`src/rtl/riscv_defines.sv`:
```
// Shared front-end definitions: return address stack sizing and the
// checkpoint snapshot carried down the pipeline for misprediction recovery.
package riscv_defines;

  localparam int RAS_DEPTH_DEFAULT = 8;
  localparam int RAS_PTR_WIDTH     = $clog2(RAS_DEPTH_DEFAULT);
  localparam int RAS_CNT_WIDTH     = RAS_PTR_WIDTH + 1;

  typedef struct packed {
    logic [RAS_PTR_WIDTH-1:0] tos;
    logic [RAS_CNT_WIDTH-1:0] count;
    logic [31:0]              top;
  } ras_checkpoint_t;

endpackage

```
`src/rtl/return_address_stack.sv`:
```
// Circular return address stack for fetch-stage call/return prediction.
// RAS_RECOVERY_EN: restore from a checkpoint on flush; otherwise a flush empties the stack.
module return_address_stack
  import riscv_defines::*;
#(
  parameter int RAS_DEPTH = RAS_DEPTH_DEFAULT
) (
  input  logic            clk,
  input  logic            reset,
  input  logic            stall_f,
  input  logic            push_en,
  input  logic [31:0]     push_addr,
  input  logic            pop_en,
  output logic            ras_empty,
  output logic [31:0]     ras_pop_addr,
  output ras_checkpoint_t cp_out,
  input  logic            restore_en,
  input  ras_checkpoint_t restore_cp
);

  localparam int PW = $clog2(RAS_DEPTH);
  localparam int CW = PW + 1;
  localparam logic [CW-1:0] FULL = CW'(RAS_DEPTH);

  logic [31:0]   r_stack [RAS_DEPTH];
  logic [PW-1:0] r_tos;
  logic [CW-1:0] r_cnt;

  logic [PW-1:0] w_tos_nxt;
  logic [CW-1:0] w_cnt_nxt;
  logic          w_we;
  logic [PW-1:0] w_waddr;
  logic [31:0]   w_wdata;

  assign ras_pop_addr = r_stack[r_tos];
  assign ras_empty    = (r_cnt == '0);

  always_comb begin
    cp_out       = '0;
    cp_out.tos   = RAS_PTR_WIDTH'(r_tos);
    cp_out.count = RAS_CNT_WIDTH'(r_cnt);
    cp_out.top   = r_stack[r_tos];
  end

  // Single write port: every path below selects at most one stack write.
  always_comb begin
    w_tos_nxt = r_tos;
    w_cnt_nxt = r_cnt;
    w_we      = 1'b0;
    w_waddr   = r_tos;
    w_wdata   = push_addr;
    if (reset) begin
      w_tos_nxt = '0;
      w_cnt_nxt = '0;
    end else if (restore_en) begin
`ifdef RAS_RECOVERY_EN
      w_tos_nxt = PW'(restore_cp.tos);
      w_cnt_nxt = CW'(restore_cp.count);
      w_we      = 1'b1;
      w_waddr   = PW'(restore_cp.tos);
      w_wdata   = restore_cp.top;
`else
      w_tos_nxt = '0;
      w_cnt_nxt = '0;
`endif
    end else if (!stall_f) begin
      if (push_en && pop_en) begin
        // Return followed by call: replace the top in place.
        w_we = 1'b1;
      end else if (push_en) begin
        w_tos_nxt = r_tos + 1'b1;
        w_cnt_nxt = (r_cnt == FULL) ? r_cnt : r_cnt + 1'b1;
        w_we      = 1'b1;
        w_waddr   = r_tos + 1'b1;
      end else if (pop_en && (r_cnt != '0)) begin
        w_tos_nxt = r_tos - 1'b1;
        w_cnt_nxt = r_cnt - 1'b1;
      end
    end
  end

`ifndef RAS_RECOVERY_EN
  logic w_unused_cp;
  assign w_unused_cp = ^restore_cp;
`endif

  always_ff @(posedge clk) begin
    if (reset) begin
      r_tos <= '0;
      r_cnt <= '0;
    end else begin
      r_tos <= w_tos_nxt;
      r_cnt <= w_cnt_nxt;
    end
  end

  // Contents are deliberately not reset; count gates their validity.
  always_ff @(posedge clk) begin
    if (w_we) r_stack[w_waddr] <= w_wdata;
  end

endmodule
```
`config.mk`:
```
export PLATFORM = sky130hd
export DESIGN_NAME = return_address_stack
export DESIGN_NICKNAME = d
export VERILOG_FILES = /design/src/rtl/riscv_defines.sv /design/src/rtl/return_address_stack.sv
export SDC_FILE = /design/constraint.sdc
export NUM_CORES = 1
export LEC_CHECK = 0
export CORE_MARGIN = 3
export CORE_UTILIZATION = 59
export CTS_CLUSTER_DIAMETER = 30
export DETAILED_ROUTE_END_ITERATION = 8
export HOLD_SLACK_MARGIN = 0.08
export PLACE_DENSITY_LB_ADDON = 0.1
export SKIP_LAST_GASP = 1
export SLEW_MARGIN = 5
export SYNTH_ARGS = -nofsm -noshare
export SYNTH_HDL_FRONTEND = slang
export SYNTH_SLANG_ARGS = --single-unit
```
`constraint.sdc`:
```
create_clock -name clk -period 12 [get_ports clk]
set_input_delay 3 -clock clk [delete_from_list [all_inputs] [get_ports clk]]
set_output_delay 3 -clock clk [all_outputs]
set_load 0.02 [all_outputs]
```
== Yosys cells after proc, flatten, opt, wreduce, memory -nomap -nowiden ==
Memory sizes are Yosys's and may differ from the RTL's. A register that Yosys moved wholly into a read port is not among the register bits.
Cells that the tools add are included.
Widths: inputs -> output; s select.

* Multiply operators: 0
* Reduce and logical (&&, ||, !) cells: 8
* Shifts and indexed selects: 0
* Divide/modulo/power cells: 0
* Muxes and demuxes: 19
* Order comparisons: 0
* Bitwise logic cells: 2
* Eq/ne operators: 2
* Add/sub/neg operators: 4

{| class="wikitable"
|+ Operators with widths
! cell !! count
|-
| $mux 3 || 9
|-
| $mux 4 || 3
|-
| $mux 1 || 7
|-
| $add 4x1->4 const B || 1
|-
| $eq 4x4->1 const B || 1
|-
| $logic_not 4->1 || 1
|-
| $reduce_and 4->1 || 1
|-
| $reduce_bool 4->1 || 1
|-
| $sub 4x1->4 const B || 1
|-
| $add 3x1->3 const B || 1
|-
| $reduce_and 3->1 || 1
|-
| $sub 3x1->3 const B || 1
|-
| $logic_and 1x1->1 || 2
|-
| $ne 2x2->1 const B || 1
|-
| $not 1->1 || 2
|-
| $reduce_bool 2->1 || 1
|-
| $reduce_or 2->1 || 1
|}

* Register bits: 7
* Input port bits: 77
* ROM bits: 0
* Logic and storage cells: 38
* Memories kept: 1
* Output and inout bits: 72
* Latch bits: 0
* Bits in writable memories: 256

{| class="wikitable"
|+ Memory list
! memory !! words !! bits a word !! rd ports !! clocked after Yosys merged registers in !! wr ports !! RTL line !! text
|-
| r_stack || 8 || 32 || 1 || 1 || 1 || return_address_stack.sv:25 || <nowiki>logic [31:0] r_stack [RAS_DEPTH];</nowiki>
|}

== Longest topological paths before layout ==
Gate-level depths: netlist of run 1.

* Depth in word-level cells: 7
* Depth in mapped cells: 7
* Gate-level depth less buffers: 7

== Worst setup path after synthesis of run 1 ==
OpenSTA, ideal clock, no wires.

* Path kind: in2reg
* Start point: in push_en
* End point: mem r_stack[1][0] (enable)
* Path slack: 5397 ps
* Arrival: 6142 ps
* Stages: 5
* Required time: 11539 ps
* Library setup time: 461 ps
* Cell sequence: inv_1 ha_1 mux2i_1 or4_4 nor3_1

* Word-level cells in the longest chain between the ends: 7
* Elaborated cells on any way between the ends: 13
* Classes of those cells: mux (12); reduce/logical (1)

{| class="wikitable"
|+ Ends and longest elaborated chain
! what !! RTL line !! text
|-
| from (decl) || return_address_stack.sv:11 || <nowiki>input logic push_en,</nowiki>
|-
| $mux 1 / $logic_and 1x1->1 (equally long branches) || return_address_stack.sv:70, return_address_stack.sv:67 ||
|-
| $mux 1 || return_address_stack.sv:67 || <nowiki>if (push_en && pop_en) begin</nowiki>
|-
| $mux 1 || return_address_stack.sv:66 || <nowiki>end else if (!stall_f) begin</nowiki>
|-
| $mux 1 || return_address_stack.sv:55 || <nowiki>end else if (restore_en) begin</nowiki>
|-
| $mux 1 || return_address_stack.sv:52 || <nowiki>if (reset) begin</nowiki>
|-
| $mux 1 || return_address_stack.sv:99 || <nowiki>if (w_we) r_stack[w_waddr] <= w_wdata;</nowiki>
|-
| $mux 1 (implied by the code) || return_address_stack.sv:99 ||
|-
| to (decl) || return_address_stack.sv:25 ||
|}

Parallel ways exist; a longest one is shown, timed or not.

==> results of run 1 <==
## synth_stat cells (2+ instances only)
| library cell | count |
|---|---|
| o21ai_0 | 2 |
| xor2_1 | 2 |
| buf_6 | 8 |
| mux2i_1 | 5 |
| ha_1 | 6 |
| xnor2_1 | 3 |
| edfxtp_1 | 256 |
| buf_4 | 32 |
| mux4_2 | 64 |
| inv_1 | 3 |
| nor2_1 | 4 |
| buf_2 | 2 |
| clkbuf_1 | 8 |
| mux2_2 | 32 |
| nor3_1 | 10 |
| a21oi_1 | 3 |
| dfxtp_1 | 10 |
| o21bai_2 | 2 |
| or3_1 | 2 |
## state kept, by name, indices dropped and copies added, names as in the netlist, named ones only
| signal | flops |
|---|---|
| r_cnt | 4 |
| r_tos | 3 |
| r_stack | 256 |
## stage by stage
| stage | utilization (%) | hold WS [ps] | total power (µW) |
|---|---|---|---|
| global route | 75.3 | 607 | 2330 |
| CTS | 75.3 | 571 | 2280 |
| detailed placement | 67.4 | 563 | 1130 |
| global placement | 67.4 | 543 | 1120 |
| finish | 75.3 | 573 | 2260 |
| floorplan | - | 598 | 1090 |
## cells in the final DEF, fill, tap and decap left out, types with 5 or more instances in the layout
| master | count |
|---|---|
| clkbuf_16 | 43 |
| clkinv_2 | 6 |
| edfxtp_1 | 256 |
| clkbuf_1 | 6 |
| clkinvlp_4 | 5 |
| nor3_2 | 8 |
| mux2i_1 | 5 |
| mux4_2 | 64 |
| dfxtp_1 | 7 |
| clkdlybuf4s50_1 | 109 |
| mux2_2 | 32 |
| clkinv_4 | 5 |
| buf_4 | 17 |
| ha_1 | 6 |
## metal layers
metal  track usage [%]  vias to the layer above  wire length (µm)
li1                  -                     2179                 -
met1              28.0                     2528              7890
met2              34.3                      140              9980
met3              4.02                       39               969
met4              7.26                        0               383
met5                 0                        -                 0
## power groups by stage
stage | sequential, µW | clock [µW] | combinational [µW]
CTS | 1020 | 1170 | 83.5
global placement | 1040 | 0 | 80.9
finish | 1020 | 1150 | 82.5
global route | 1020 | 1220 | 88.8
floorplan | 1040 | 0 | 45.4
detailed placement | 1040 | 0 | 82.9
## cells by family (layout without fill, tap and decap cells)
family | count (synthesis) | after routing | share of synthesized area [%]
compound gates | 12 | 12 | 0.856
xor+xnor | 5 | 5 | 0.416
fa+ha+maj | 7 | 7 | 0.904
buf+inv | 54 | 205 | 3.66
flops | 266 | 266 | 75.0
mux | 102 | 102 | 17.7
simple gates | 25 | 25 | 1.43
## path summary, 6_finish.rpt
check | slack, ps | to | cells after the start
setup reg to reg | 9370 | r_stack[2][17] | 6
hold / removal | 570 | r_cnt[3] | 2
setup / recovery | 5580 | cp_out[4] | 4
hold reg to reg | 570 | r_cnt[3] | 2
## area by class of cell
cell class | count | area [µm²] | area share (%)
tap | 225 | 282 | 2.15
inverter | 3 | 11.3 | 0.0862
clock buffer | 49 | 1100 | 8.41
multi-input combinational | 151 | 2290 | 17.5
timing repair buffer | 126 | 1220 | 9.33
sequential | 266 | 7890 | 60.4
clock inverter | 27 | 278 | 2.13
## worst max-delay path: stages, from the launching register on
cell and delay [ps]:
dfxtp_4 570, buf_4 820, mux4_2 610, mux2_2 320, clkdlybuf4s50_1 560
==> results_dict.tcl, run 1 <==
set metrics [dict create \
    dpl_cell_area_mm2 0.0117 \
    post-route-period-util_pct 53.5 \
    vias 4886 \
    max_freq_ghz 0.156 \
    synthTopCellsByArea "edfxtp_1 (73%), mux4_2 (14%), mux2_2 (3.4%)" \
    fillCellCount 938 \
    clock_sinks 266 \
    instances_no_fill 847 \
    cellPowerDensity_mw_per_mm2 173 \
    finalSetupViolations 0 \
    drt_iter0_drc 267 \
    grt_use_total_pct 20.7 \
    hold_buffers 0 \
    cts_tree "done" \
    cts_made_buffers 42 \
    vias_per_cell 5.77 \
    swShare_pct 19.9 \
    share_comb_of_total_power_pct 3.7 \
    initial_utilization_pct 60.6 \
    ioPinCount 149 \
    p_int_uw 1810 \
    syn_nets 555 \
    pwr-share-seq_pct 45.3 \
    slew-limit-headroom_pct 31.3 \
    setup_slack_ps 5580 \
    first_global_vias 5275 \
    synth_flop_cell "edfxtp_1" \
    rsz0062_at_grt "false" \
    critPathMaxFanout 49 \
    synth_edf_count 256 \
    ys_ff_latch 266 \
    irDropWorstVdd_mv 0.130 \
    ys_seq_area_share_pct 75.0 \
    grt_pass1_wl_um 30800 \
    power_frac_clock_pct 51.0 \
    drive_gt1_share_pct 32.0 \
    min_period_ps 6420 \
    dpl.hpwl_um 10600 \
    place.gp.congestion 0.681 \
    cts_buffer_depth 3 \
    synth.largest_area_cell "edfxtp_1" \
    clk-insertion-delay-late_ps 510 \
    maxSlewViolCount 0 \
    grt_max_degree 65 \
    drt_wl_total_um 19200 \
    drv_cap 0 \
    antenna_left 0 \
    fin_nets 674 \
    cts-root-buf "clkbuf_16" \
    yosys_warnings 0 \
    post_cts_resize_count 0 \
    antenna_found_initial 0 \
    port_buffers 109 \
    clk_pin_slew_ps 50 \
    path_class "flop to primary output" \
    syn_area_mm2 0.0105 \
    die_h_um 140 \
    grt-ovfl-total 0 \
    fp.dieW_um 140 \
    cp_data_required_time_ps 9000 \
    synth_cell_types 36 \
    leakage_uw 0.00420 \
    first_pass_iters 4 \
    fin_skew_ps 11.7 \
    avgSynthCellArea_um2 22.3 \
    reg2reg_from "r_tos[0]" \
    yosysTopAreaCellShare_pct 73.1 \
    netlist_instances 471 \
    htreeDepth 2 \
    arrival_ps 3420 \
    preCtsSetupSlack_ps 5940 \
    die_area_mm2 0.0195 \
    ys_async_sr_fraction_pct 0 \
    wl_per_cell_um 22.7 \
    num_rows 48 \
    drc 0 \
    holdCritStartpoint "r_cnt[3]" \
    finalHoldViolCount 0 \
    p_sw_uw 450 \
    status "finished, final reports clean" \
    fin_area_mm2 0.0131 \
    diodes 0 \
    critPathLaunchType "flop" \
    endpoint_kind "primary output" \
    syn2layout_area_growth_pct 24.2 \
    dp.cells 771 \
    coreArea_mm2 0.0174 \
    postCtsSetupBuffers 0 \
    hold_class "flop to flop" \
    worstMarginPinSlew_ps 1030 \
    setup_tns_ps 0 \
]
Power figures use the tool's default switching activity.
==> run 2: changes to the inputs <==
--- a/config.mk
+++ b/config.mk
@@ -6,7 +6,7 @@
 export NUM_CORES = 1
 export LEC_CHECK = 0
 export CORE_MARGIN = 3
-export CORE_UTILIZATION = 59
+export CORE_UTILIZATION = 49
 export CTS_CLUSTER_DIAMETER = 30
 export DETAILED_ROUTE_END_ITERATION = 8
 export HOLD_SLACK_MARGIN = 0.08
==> constraint.sdc (replaced) <==
create_clock -name clk -period 5.9 [get_ports clk]
set_input_delay 1.475 -clock clk [delete_from_list [all_inputs] [get_ports clk]]
set_output_delay 1.475 -clock clk [all_outputs]
set_load 0.02 [all_outputs]
==> run 2 against run 1 <==
Compared with the run above:
- final cell count increased by 5.9%
- die area grew 19%
- global-route usage is 3.4 points lower
- critical path depth is the same
==> results_dict.tcl, run 2 (synthesis results as in run 1) <==
set metrics [dict create \
    status "finished, final reports clean" \
    whs_ps 538 \
    irDropWorstVdd_mv 0.244 \
    worstMarginPinSlew_ps 1080 \
    cts_tree "done" \
    dpl.hpwl_um 11100 \
    grt_use_total_pct 17.3 \
    final_cell_mix "edfxtp_1 (256), clkdlybuf4s50_1 (109), mux4_2 (64), clkbuf_16 (44), mux2_2 (32)" \
    cts_made_buffers 44 \
    drv_cap 0 \
    grt-ovfl-total 0 \
    diodes 0 \
    path_class "flop to primary output" \
    largest_reg_flops 256 \
    drt_wl_total_um 19700 \
    first_global_vias 5400 \
    setup_tns_ps 0 \
    coreArea_mm2 0.0207 \
    post-route-period-util_pct 78.3 \
    post_cts_resize_count 0 \
    largest_register "r_stack" \
    cp_data_required_time_ps 4430 \
    final_common_cell "edfxtp_1" \
    endpoint_kind "primary output" \
    leakage_uw 0.00421 \
    reg_top3 "r_stack (256), r_cnt (4), r_tos (3)" \
    grt_max_degree 65 \
    fin_skew_ps 18.8 \
    cts_buffer_depth 3 \
    antenna_found_initial 1 \
    clk_pin_slew_ps 50 \
    finalSetupViolations 0 \
    wl_per_cell_um 21.9 \
    num_rows 52 \
    vias 4924 \
    clk-insertion-delay-late_ps 540 \
    port_buffers 109 \
    finalHoldViolCount 0 \
    antenna_left 0 \
    fin_nets 676 \
    htreeDepth 2 \
    vias_per_cell 5.49 \
    fp.dieW_um 153 \
    drt_iter0_drc 297 \
    grt_pass1_wl_um 30900 \
    maxSlewViolCount 0 \
    slew-limit-headroom_pct 27.8 \
    clock_sinks 266 \
    max_freq_ghz 0.217 \
    critPathMaxFanout 36 \
    cts-root-buf "clkbuf_16" \
    rsz0062_at_grt "false" \
    hold_buffers 0 \
    drive_gt1_share_pct 33.2 \
    ff2ff_setup_slack_ps 3330 \
    arrival_ps 3140 \
    place.gp.congestion 0.739 \
    die_h_um 153 \
    hold_class "flop to flop" \
    initial_utilization_pct 50.8 \
    critPathLaunchType "flop" \
    drc 0 \
    syn2layout_area_growth_pct 25.4 \
    die_area_mm2 0.0233 \
    ioPinCount 149 \
    cellPowerDensity_mw_per_mm2 350 \
    postCtsSetupBuffers 0 \
    min_period_ps 4620 \
    first_pass_iters 4 \
]
-- run 2: layer usage --
layer	track usage, %	wire length, µm
met5	0	13
met4	4.58	231
met3	4.35	1240
met2	29.4	10100
met1	22.7	8110
-- run 2: area by class of cell --
type	instances	area, µm²
Clock inverter	32	293
Timing Repair Buffer	126	1240
Sequential cell	266	7900
Fill cell	1443	7500
Clock buffer	49	1120
Inverter	3	11.3
Multi-Input combinational cell	151	2290
Tap cell	270	338
-- run 2: path summary, 6_finish.rpt --
check                       end  cells after the start  startpoint
setup / recovery      cp_out[7]                      4        flop
hold / removal         r_cnt[3]                      2    r_cnt[3]
setup reg to reg  r_stack[2][8]                      6    r_tos[0]
hold reg to reg        r_cnt[3]                      2    r_cnt[3]
-- run 2: worst max-delay path: stages (launching register included) --
cell,delay (ps)
dfxtp_4,830
buf_4,370
mux4_2,530
mux2_2,320
clkdlybuf4s50_1,550
-- run 2: power breakdown --
part	switching [µW]	leakage, µW	internal [µW]
clock network	908	0.000661	1450
logic	78.5	0.00116	85.4
registers	10.2	0.00239	2080
total	997	0.00421	3620
-- run 2: through the flow --
stage,util [%],total power (µW),cells,setup WS [ps],instance area [µm²]
finish,63.7,4610,897,1280,13200
global route,63.7,4770,897,1070,13200
CTS,63.7,4670,897,1180,13200
detailed placement,56.9,2290,816,1480,11800
global placement,56.9,2290,816,1510,11800
floorplan,-,2210,471,822,10500
==> run 3: changes to the inputs <==
--- a/config.mk
+++ b/config.mk
@@ -6,7 +6,7 @@
 export NUM_CORES = 1
 export LEC_CHECK = 0
 export CORE_MARGIN = 3
-export CORE_UTILIZATION = 49
+export CORE_UTILIZATION = 54
 export CTS_CLUSTER_DIAMETER = 30
 export DETAILED_ROUTE_END_ITERATION = 8
 export HOLD_SLACK_MARGIN = 0.08
==> constraint.sdc (replaced) <==
create_clock -name clk -period 4.7 [get_ports clk]
set_input_delay 1.175 -clock clk [delete_from_list [all_inputs] [get_ports clk]]
set_output_delay 1.175 -clock clk [all_outputs]
set_load 0.02 [all_outputs]
==> run 3 against run 2 <==
Compared with the run above:
- sequential power is 25% higher
- register-to-register slack worse by 1000 ps
- die area is 8.9% lower
- highest routed layer is now met4
==> results_dict.tcl, run 3 (synthesis results as in run 1) <==
set metrics [dict create \
    status "finished, final reports clean" \
    p_int_uw 4860 \
    first_pass_iters 4 \
    irDropWorstVdd_mv 0.312 \
    crit_path_max_incr_delay_ps 700 \
    drive_gt1_share_pct 33.4 \
    fin_area_mm2 0.0133 \
    min_period_ps 4120 \
    final_common_cell "edfxtp_1" \
    dpl.hpwl_um 11300 \
    syn2layout_area_growth_pct 26.8 \
    post-route-period-util_pct 87.6 \
    p_total_uw 6070 \
    dpl_cell_area_mm2 0.0118 \
    place.gp.congestion 0.679 \
    final_cell_mix "edfxtp_1 (256), clkdlybuf4s50_1 (109), mux4_2 (64), clkbuf_16 (44), mux2_2 (32)" \
    p_sw_uw 1210 \
    endpoint_kind "primary output" \
    drt_wl_total_um 19900 \
    largest_register "r_stack" \
    antenna_found_initial 0 \
    drc 0 \
    finalHoldViolCount 0 \
    cts_buffer_depth 3 \
    drt_iter0_drc 302 \
    reg_top3 "r_stack (256), r_cnt (4), r_tos (3)" \
    vias 4957 \
    critPathTopFamily "buffers and inverters" \
    fin_skew_ps 15.4 \
    finalSetupViolations 0 \
    rsz0062_at_grt "false" \
    r2r_cells 6 \
    vias_per_cell 5.56 \
    hold_buffers 0 \
    num_rows 50 \
    whs_path_depth 2 \
    first_global_vias 5468 \
    post_cts_resize_count 0 \
    die_h_um 146 \
    postCtsSetupBuffers 0 \
    diodes 0 \
    wl_per_cell_um 22.3 \
    maxSlewViolCount 0 \
    clk-insertion-delay-late_ps 530 \
    max_freq_ghz 0.243 \
    path_class "flop to primary output" \
    power_frac_clock_pct 53.4 \
    critPathLaunchType "flop" \
    worstMarginPinSlew_ps 603 \
    grt_pass1_wl_um 31400 \
    worst-path-stages 4 \
    leakage_uw 0.00430 \
    largest_reg_flops 256 \
    fin_nets 680 \
    hold_class "flop to flop" \
    grt_use_total_pct 19.4 \
    clk_pin_slew_ps 50 \
    setup_tns_ps 0 \
    grt-ovfl-total 0 \
    initial_utilization_pct 55.7 \
    fillCellCount 1165 \
    clock_sinks 266 \
    arrival_ps 2940 \
    pwr-share-seq_pct 43.1 \
    port_buffers 109 \
    cp_data_required_time_ps 3520 \
    grt_max_degree 38 \
    share_comb_of_total_power_pct 3.5 \
    cts_tree "done" \
    die_area_mm2 0.0212 \
    swShare_pct 20.0 \
    whs_ps 567 \
    crit_slowest_cell "dfxtp_4" \
    cts-root-buf "clkbuf_16" \
    htreeDepth 2 \
    antenna_left 0 \
    crit_chain "buf_4 > mux4_2 > mux2_2 > clkdlybuf4s50_1" \
    drv_cap 0 \
    ioPinCount 149 \
    cellPowerDensity_mw_per_mm2 455 \
    fp.dieW_um 146 \
    cts_made_buffers 43 \
    worst-path-buf-inv 2 \
    critPathMaxFanout 26 \
    slew-limit-headroom_pct 59.5 \
    coreArea_mm2 0.0189 \
]
run 3: cell count changes in the layout (fill, tap and decap cells not counted), moves of 2 or more:
cell        before  now
inv_8            4    0
inv_6            5    7
clkinvlp_4      11    5
clkinv_2         5    2
nor3_2           8    6
clkinv_4         3    6
buf_4           15   20
bufinv_16        1    7
nor3_4           0    2
run 3: final timing paths:
kind / slack, ps / from / endpoint
hold reg to reg: 570 / r_cnt[3] / r_cnt[3]
setup reg to reg: 2330 / r_tos[0] / r_stack[4][12]
setup / recovery: 580 / flop / cp_out[31]
hold / removal: 570 / r_cnt[3] / r_cnt[3]
run 3: through the flow:
step	worst slack (ps)	utilization [%]	instances
global placement	808	62.5	811
global route	382	70.6	891
CTS	480	70.6	891
floorplan	-78.2	-	471
detailed placement	785	62.5	811
finish	582	70.6	891
run 3: final cells by class:
cell class / instances / area [µm²] / area share, %
clock buffer: 51 / 1140 / 8.52
tap: 260 / 325 / 2.44
sequential: 266 / 7900 / 59.2
multi-input combinational: 151 / 2300 / 17.2
clock inverter: 29 / 392 / 2.94
timing repair buffer: 131 / 1280 / 9.60
inverter: 3 / 11.3 / 0.0844
run 3: worst min-delay path: cells and delay by family, from the launching register on:
family | cells | cell delay [ps]
compound gates | 2 | 170
flops | 1 | 350
run 3: metal layers:
layer / vias up / share of wire [%] / track usage [%]
li1: 2185 / - / -
met1: 2564 / 39 / 25.5
met2: 176 / 52 / 32.9
met3: 32 / 6.6 / 4.27
met4: 0 / 1.9 / 6.46
met5: - / 0 / 0
run 3: power groups by stage:
stage,sequential [µW],clock (µW),combinational [µW]
3_5_place_dp,2670,0,213
6_report,2620,3240,211
4_1_cts,2620,3300,214
5_1_grt,2620,3420,226
2_1_floorplan,2660,0,116
3_3_place_gp,2660,0,207
